[config.mk]
export PLATFORM = sky130hd
export DESIGN_NAME = regfile_rd_fwd
export DESIGN_NICKNAME = d
export VERILOG_FILES = /design/src/rtl/mips_pkg.sv /design/src/rtl/ld_scoreboard.sv /design/src/rtl/regfile_rd_fwd.sv
export SDC_FILE = /design/constraint.sdc
export NUM_CORES = 2
export LEC_CHECK = 0
export CORE_MARGIN = 2
export CORE_UTILIZATION = 57
export CTS_CLUSTER_SIZE = 14
export DETAILED_ROUTE_END_ITERATION = 6
export HOLD_SLACK_MARGIN = 0.1
export PLACE_DENSITY = 0.77
export SYNTH_ARGS = -nofsm -noshare
export SYNTH_HDL_FRONTEND = slang
export SYNTH_SLANG_ARGS = --single-unit
[constraint.sdc]
create_clock -name clk -period 37.1 [get_ports clk]
set_clock_uncertainty 0.1 [all_clocks]
set_input_delay 9.275 -clock clk [delete_from_list [all_inputs] [get_ports clk]]
set_output_delay 9.275 -clock clk [all_outputs]
set_load 0.1 [all_outputs]
[src/rtl/mips_pkg.sv]
// Shared MIPS datapath definitions: widths, register/word types, writeback and destination selects.
// Latency: n/a (declarations only).
// Backpressure: n/a.
package mips_pkg;

    localparam int DW = 32;
    localparam int AW = 5;

    typedef logic [AW-1:0] reg_addr_t;
    typedef logic [DW-1:0] word_t;

    // Return-address register written by jal/jalr
    localparam reg_addr_t REG_RA = 5'd31;

    // Writeback data source select
    typedef enum logic [1:0] {
        WB_ALU = 2'b00,
        WB_DM  = 2'b01,
        WB_PC4 = 2'b10,
        WB_EXT = 2'b11
    } wb_sel_e;

    // Destination register select
    typedef enum logic [1:0] {
        DST_RT = 2'b00,
        DST_RD = 2'b01,
        DST_RA = 2'b10
    } dst_sel_e;

    // Register 0 is hardwired to zero and never tracked
    function automatic logic is_zero_reg(input reg_addr_t a);
        return (a == '0);
    endfunction

endpackage

[src/rtl/ld_scoreboard.sv]
// Load-use scoreboard: per-register pending-load countdown, busy vector and stall decode.
// Latency: busy rises the cycle after ld_issue and holds LD_LAT cycles; stall is combinational.
// Backpressure: stall is the hold request to decode; ld_issue is always accepted.
module ld_scoreboard #(
    parameter int AW     = 5,
    parameter int LD_LAT = 2
) (
    input  logic                 clk,
    input  logic                 rst,
    input  logic                 ld_issue,
    input  logic [AW-1:0]        ld_dst,
    input  logic [AW-1:0]        raddr1,
    input  logic [AW-1:0]        raddr2,
    input  logic                 use1,
    input  logic                 use2,
    output logic                 stall,
    output logic [(1<<AW)-1:0]   busy_vec
);

    localparam int NREG = 1 << AW;
    localparam logic [1:0] LAT = LD_LAT[1:0];

    logic [1:0] cnt_q [NREG];
    logic [1:0] cnt_d [NREG];

    // Countdown every live counter; a new load reloads its destination (newest load wins)
    always_comb begin
        for (int i = 0; i < NREG; i++) begin
            cnt_d[i] = (cnt_q[i] != 2'd0) ? cnt_q[i] - 2'd1 : 2'd0;
        end
        if (ld_issue && (ld_dst != '0)) begin
            cnt_d[ld_dst] = LAT;
        end
    end

    // Counter state; reset clears all pending loads asynchronously
    always_ff @(posedge clk or posedge rst) begin
        if (rst) begin
            for (int i = 0; i < NREG; i++) begin
                cnt_q[i] <= 2'd0;
            end
        end else begin
            for (int i = 0; i < NREG; i++) begin
                cnt_q[i] <= cnt_d[i];
            end
        end
    end

    // Busy bits; entry 0 can never be loaded so it stays clear
    always_comb begin
        for (int i = 0; i < NREG; i++) begin
            busy_vec[i] = (cnt_q[i] != 2'd0);
        end
    end

    // Hazard only when the consumer really reads the pending operand
    always_comb begin
        stall = (use1 & busy_vec[raddr1]) | (use2 & busy_vec[raddr2]);
    end

endmodule

[src/rtl/regfile_rd_fwd.sv]
// 32x32 register file (one write, two combinational reads) with optional write-through bypass
// (REGFILE_WR_BYPASS_EN) and load-use scoreboard. Latency: reads 0 cycles, writes visible next cycle.
// Backpressure: stall asks decode to hold while a read operand has a load in flight.
module regfile_rd_fwd
    import mips_pkg::*;
#(
    parameter int DW     = mips_pkg::DW,
    parameter int AW     = mips_pkg::AW,
    parameter int LD_LAT = 2
) (
    input  logic                 clk,
    input  logic                 rst,
    input  logic                 we,
    input  logic [AW-1:0]        waddr,
    input  logic [DW-1:0]        wdata,
    input  logic [AW-1:0]        raddr1,
    input  logic [AW-1:0]        raddr2,
    output logic [DW-1:0]        rdata1,
    output logic [DW-1:0]        rdata2,
    input  logic                 ld_issue,
    input  logic [AW-1:0]        ld_dst,
    input  logic                 use1,
    input  logic                 use2,
    output logic                 stall,
    output logic [(1<<AW)-1:0]   busy_vec
);

    localparam int NREG = 1 << AW;

    logic [DW-1:0] regs_q [NREG];
    logic [DW-1:0] regs_d [NREG];
    logic          wr_ok;
    logic          byp1;
    logic          byp2;

    assign wr_ok = we && (waddr != '0);

    // Next register contents; writes to register 0 are dropped
    always_comb begin
        for (int i = 0; i < NREG; i++) begin
            regs_d[i] = regs_q[i];
        end
        if (wr_ok) begin
            regs_d[waddr] = wdata;
        end
    end

    // Register storage, cleared by asynchronous reset
    always_ff @(posedge clk or posedge rst) begin
        if (rst) begin
            for (int i = 0; i < NREG; i++) begin
                regs_q[i] <= '0;
            end
        end else begin
            for (int i = 0; i < NREG; i++) begin
                regs_q[i] <= regs_d[i];
            end
        end
    end

`ifdef REGFILE_WR_BYPASS_EN
    // Same-cycle write is forwarded; gated by rst so reads during reset stay 0
    assign byp1 = wr_ok && !rst && (raddr1 == waddr);
    assign byp2 = wr_ok && !rst && (raddr2 == waddr);
`else
    // No forwarding: reads see the pre-edge contents
    assign byp1 = 1'b0;
    assign byp2 = 1'b0;
`endif

    // Operand read muxes; register 0 always reads as zero
    always_comb begin
        rdata1 = '0;
        rdata2 = '0;
        if (raddr1 != '0) begin
            rdata1 = byp1 ? wdata : regs_q[raddr1];
        end
        if (raddr2 != '0) begin
            rdata2 = byp2 ? wdata : regs_q[raddr2];
        end
    end

    ld_scoreboard #(
        .AW     (AW),
        .LD_LAT (LD_LAT)
    ) u_ld_scoreboard (
        .clk      (clk),
        .rst      (rst),
        .ld_issue (ld_issue),
        .ld_dst   (ld_dst),
        .raddr1   (raddr1),
        .raddr2   (raddr2),
        .use1     (use1),
        .use2     (use2),
        .stall    (stall),
        .busy_vec (busy_vec)
    );

endmodule

==> flow_summary.html <==
<table>
<tr><th>Metric</th><th>Value</th></tr>
<tr><th colspan="2">Run status</th></tr>
<tr><td>Outcome</td><td>finished, final reports clean</td></tr>
<tr><th colspan="2">Timing</th></tr>
<tr><td>Setup_tns</td><td>0 ns</td></tr>
<tr><td>Fin crit period</td><td>about 24 ns</td></tr>
<tr><td>Share of the clock period used by the worst path</td><td>0.6506</td></tr>
<tr><td>Transition time at the pin with the least slew margin</td><td>between 1 and 1.5 ns</td></tr>
<tr><td>Unrepaired setup endpoints after global routing</td><td>no</td></tr>
<tr><td>Maximum clock frequency</td><td>0.04143 GHz</td></tr>
<tr><td>Setup WS post-layout</td><td>12.96 ns</td></tr>
<tr><td>Smallest hold slack</td><td>a little under 0.3 ns</td></tr>
<tr><td>Final setup fails</td><td>0</td></tr>
<tr><td>Count of pins over their slew limit</td><td>0</td></tr>
<tr><td>Rel. slew slack</td><td>0.03887</td></tr>
<tr><td>Final hold violation count</td><td>0</td></tr>
<tr><th colspan="2">Floorplanning</th></tr>
<tr><td>Ports placed on the boundary</td><td>155</td></tr>
<tr><td>Die Height</td><td>320.4 um</td></tr>
<tr><td>Area of the core</td><td>approximately 100000 um2</td></tr>
<tr><td>Area of the die</td><td>102700 um2</td></tr>
<tr><td>Effective utilization at floorplan</td><td>0.5724</td></tr>
<tr><td>Chip Width</td><td>between 300 and 400 um</td></tr>
<tr><td>Num rows</td><td>about 120</td></tr>
<tr><th colspan="2">Setup path</th></tr>
<tr><td>Critical path buffer and inverter count</td><td>5</td></tr>
<tr><td>Critical path's slowest cell</td><td>sky130_fd_sc_hd__clkdlybuf4s50_1</td></tr>
<tr><td>Most prevalent standard cell on the critical path</td><td>sky130_fd_sc_hd__buf_4</td></tr>
<tr><td>Largest fanout of any net on the critical path</td><td>51</td></tr>
<tr><td>Chain of cells forming the critical path</td><td>buf_8 &gt; buf_4 &gt; buf_4 &gt; buf_4 &gt; mux4_2 &gt; mux4_2 &gt; nand2_1 &gt; o21ai_1 &gt; clkdlybuf4s50_1</td></tr>
<tr><td>Crit Path Class</td><td>input pin to primary output</td></tr>
<tr><td>Crit path launch type</td><td>input pin</td></tr>
<tr><td>Critical path required time</td><td>27.73 ns</td></tr>
<tr><td>Largest incremental delay on the critical path</td><td>around 1 ns</td></tr>
<tr><td>Cell type group with the largest total delay on the critical path</td><td>buffers and inverters</td></tr>
<tr><td>Kind of end point of the critical path</td><td>primary output</td></tr>
<tr><td>WP data arrival</td><td>between 10 and 15 ns</td></tr>
<tr><th colspan="2">Clocking</th></tr>
<tr><td>Post-CTS Hold Buffers</td><td>0</td></tr>
<tr><td>Post-CTS Resized</td><td>0</td></tr>
<tr><td>Clock root buffer</td><td>sky130_fd_sc_hd__clkbuf_16</td></tr>
<tr><td>Maximum buffer depth of the clock tree</td><td>3</td></tr>
<tr><td>CTS buffer count</td><td>roughly 120</td></tr>
<tr><td>Clock Latency Late Sink</td><td>0.73 ns</td></tr>
<tr><td>Sink count of the clock tree</td><td>1088</td></tr>
<tr><td>Post-CTS Setup Bufs</td><td>0</td></tr>
<tr><td>TritonCTS clock tree</td><td>yes</td></tr>
<tr><td>Max H-tree Level</td><td>3</td></tr>
<tr><td>Worst-path clk slew</td><td>0.06 ns</td></tr>
<tr><th colspan="2">Logic synthesis</th></tr>
<tr><td>Predominant post-synthesis flop cell</td><td>sky130_fd_sc_hd__dfrtp_1</td></tr>
<tr><td>Sequential cell area fraction in the yosys report</td><td>0.4771</td></tr>
<tr><td>Post-synthesis instance total</td><td>3604</td></tr>
<tr><td>#FFs+latches synth</td><td>approximately 1100</td></tr>
<tr><td>Top cell type by total area after synthesis</td><td>sky130_fd_sc_hd__dfrtp_1</td></tr>
<tr><td>Post-synthesis area per instance</td><td>about 16 um2</td></tr>
<tr><td>Syn Nets</td><td>3662</td></tr>
<tr><td>Count of different cell masters after synthesis</td><td>48</td></tr>
<tr><td>Ys async rst share</td><td>1.000</td></tr>
<tr><td>Top-area cell type share of the netlist area</td><td>0.4771</td></tr>
<tr><td>Yosys synthesis warning count</td><td>0</td></tr>
<tr><td>Count of flip-flops with a built-in enable after synthesis</td><td>0</td></tr>
<tr><td>Most area-consuming cells after synthesis</td><td>sky130_fd_sc_hd__dfrtp_1 (48%), sky130_fd_sc_hd__mux4_2 (25%), sky130_fd_sc_hd__mux2_2 (20%)</td></tr>
<tr><td>Syn Std Cell Area</td><td>roughly 57000 um2</td></tr>
<tr><th colspan="2">Job</th></tr>
<tr><td>Total of max-cap violations</td><td>0</td></tr>
<tr><th colspan="2">Placed design</th></tr>
<tr><td>Port Buf Inserts</td><td>154</td></tr>
<tr><td>Instance area after placement</td><td>59280 um2</td></tr>
<tr><td>Global placement routability congestion</td><td>0.8227</td></tr>
<tr><td>Dpl ws</td><td>12.82 ns</td></tr>
<tr><td>Placed instance count</td><td>approximately 4700</td></tr>
<tr><td>Detailed placement HPWL</td><td>81770 um</td></tr>
<tr><th colspan="2">Finish</th></tr>
<tr><td>Fill cell count</td><td>around 7000</td></tr>
<tr><td>Layout Area Growth over Synthesis</td><td>10.92%</td></tr>
<tr><td>Final std cells w/o fill</td><td>4946</td></tr>
<tr><td>Share of cells above drive strength 1</td><td>0.5365</td></tr>
<tr><td>Layout Cell Area excl Fill</td><td>63300 um2</td></tr>
<tr><td>Nets</td><td>roughly 3600</td></tr>
<tr><th colspan="2">Routing</th></tr>
<tr><td>Wire length after detailed routing</td><td>153300 um</td></tr>
<tr><td>Routed vias</td><td>34569</td></tr>
<tr><td>Remaining antenna violation count</td><td>0</td></tr>
<tr><td>Routed WL per cell</td><td>31.00 um</td></tr>
<tr><td>Via density per instance</td><td>6.989</td></tr>
<tr><td>Remaining routing DRC violations</td><td>0</td></tr>
<tr><td>Count of routing violations after the opening detailed-route iteration</td><td>3607</td></tr>
<tr><td>Detailed-routing iteration count for the pre-antenna-repair pass</td><td>7</td></tr>
<tr><th colspan="2">Power and ir drop</th></tr>
<tr><td>Sw Ratio</td><td>0.2864</td></tr>
<tr><td>Design internal power</td><td>2.569 mW</td></tr>
<tr><td>Relative contribution of the clock network to total power</td><td>0.338</td></tr>
<tr><td>Switching power</td><td>1.031 mW</td></tr>
<tr><td>Worst voltage drop across the vdd grid</td><td>43.35 uV</td></tr>
<tr><td>Gate power share</td><td>0.230</td></tr>
<tr><td>Portion of total power attributed to sequential cells</td><td>0.432</td></tr>
<tr><td>Leakage power figure</td><td>27.27 nW</td></tr>
<tr><td>Power density over cell area</td><td>56.87 nW/um2</td></tr>
<tr><th colspan="2">Hold path</th></tr>
<tr><td>Class of the tightest hold or removal check</td><td>flip-flop to flip-flop</td></tr>
<tr><th colspan="2">Global routing</th></tr>
<tr><td>Initial antenna violation count</td><td>6</td></tr>
<tr><td>Vias in the first global route</td><td>35583</td></tr>
<tr><td>First-pass GRT wire length</td><td>231300 um</td></tr>
<tr><td>Pin count of the biggest net entering global routing</td><td>183</td></tr>
<tr><td>Gr usage total</td><td>0.3050</td></tr>
<tr><td>Grt ovf</td><td>0</td></tr>
</table>
## placed cells by master, fill, tap and decap left out, types with 19 or more instances in the layout
cell	n
sky130_fd_sc_hd__mux2_2	996
sky130_fd_sc_hd__inv_1	84
sky130_fd_sc_hd__buf_4	63
sky130_fd_sc_hd__nor2_1	51
sky130_fd_sc_hd__dfrtp_1	1088
sky130_fd_sc_hd__nor3b_1	38
sky130_fd_sc_hd__clkdlybuf4s50_1	145
sky130_fd_sc_hd__clkbuf_8	35
sky130_fd_sc_hd__or2_2	19
sky130_fd_sc_hd__a21o_1	29
sky130_fd_sc_hd__nand2_1	77
sky130_fd_sc_hd__o21ai_1	64
sky130_fd_sc_hd__clkbuf_16	116
sky130_fd_sc_hd__clkbuf_1	28
sky130_fd_sc_hd__mux4_2	643
## through the flow
stage | power [mW] | utilization
4_1_cts | 3.613 | 0.6348
2_1_floorplan | 2.204 | -
5_1_grt | 3.736 | 0.6348
3_5_place_dp | 2.396 | 0.5945
6_report | 3.600 | 0.6349
3_3_place_gp | 2.362 | 0.5945
## logic make-up (layout without fill, tap and decap cells)
group,count (synthesis),in the layout,share of synthesized area
AO/OA/AOI/OAI,131,131,0.01434
buffers and inverters,480,520,0.03525
flip-flops,1088,1088,0.4771
multiplexers,1643,1643,0.4510
other,0,4,0
AND/OR/NAND/NOR,262,262,0.02238
## flip-flops by register name (all words and copies together), names as in the netlist
signal and count:
regs_q 1024, u_ld_scoreboard.cnt_q 64
## Yosys cell counts (all sizes together), types with 2 or more instances
library cell / count
nor3b: 38
mux2i: 4
clkbuf: 203
nand3b: 4
nand2: 92
o211ai: 2
a32o: 3
inv: 87
dfrtp: 1088
mux2: 996
nor2b: 6
nand2b: 4
nor3: 12
nor2: 67
o22ai: 4
nand4: 2
a21o: 30
nand3: 10
a311oi: 4
a21oi: 5
o21ai: 68
buf: 190
a211oi: 2
or2: 19
mux4: 643
o311ai: 3
a31oi: 2
## path summary, 6_finish.rpt
path                                                from                  endpoint  slack [ns]  cells after the start
worst max-delay path                           raddr2[0]                 rdata2[9]       12.96                      9
worst min-delay path            regs_q[1011]$_DFFE_PP0P_  regs_q[1011]$_DFFE_PP0P_        0.29                      0
worst max register to register   regs_q[626]$_DFFE_PP0P_   regs_q[626]$_DFFE_PP0P_       36.18                      1
worst min register to register  regs_q[1011]$_DFFE_PP0P_  regs_q[1011]$_DFFE_PP0P_        0.29                      0
max in group asynchronous                            rst   regs_q[842]$_DFFE_PP0P_       24.23                      6
min in group asynchronous                            rst   regs_q[963]$_DFFE_PP0P_        8.90                      2
## final cells by class
cell class	instances	area, um2	area share
clock inverters	35	525.5	0.008301
repair buffers	219	2086	0.03295
inverters	87	335.3	0.005297
well taps	1298	1624	0.02566
multi-input cells	2036	28010	0.4424
flip-flops and latches	1088	27230	0.4301
diodes	4	10.01	0.0001581
clock buffers	179	3490	0.05513
## layer usage
metal | vias up | track usage | share of wire
li1 | 13768 | - | -
met5 | - | 0 | 0.000072
met4 | 2 | 0.1080 | 0.034
met1 | 18827 | 0.4382 | 0.40
met2 | 1645 | 0.4661 | 0.47
met3 | 327 | 0.06744 | 0.093
## power by group through the flow
stage	Clock, mW	Sequential, mW	Combinational, mW
floorplan	0	1.52	0.682
global placement	0	1.55	0.812
detailed placement	0	1.57	0.830
CTS	1.23	1.55	0.834
global route	1.28	1.58	0.876
finish	1.22	1.55	0.830
Power figures use the tool's default switching activity.
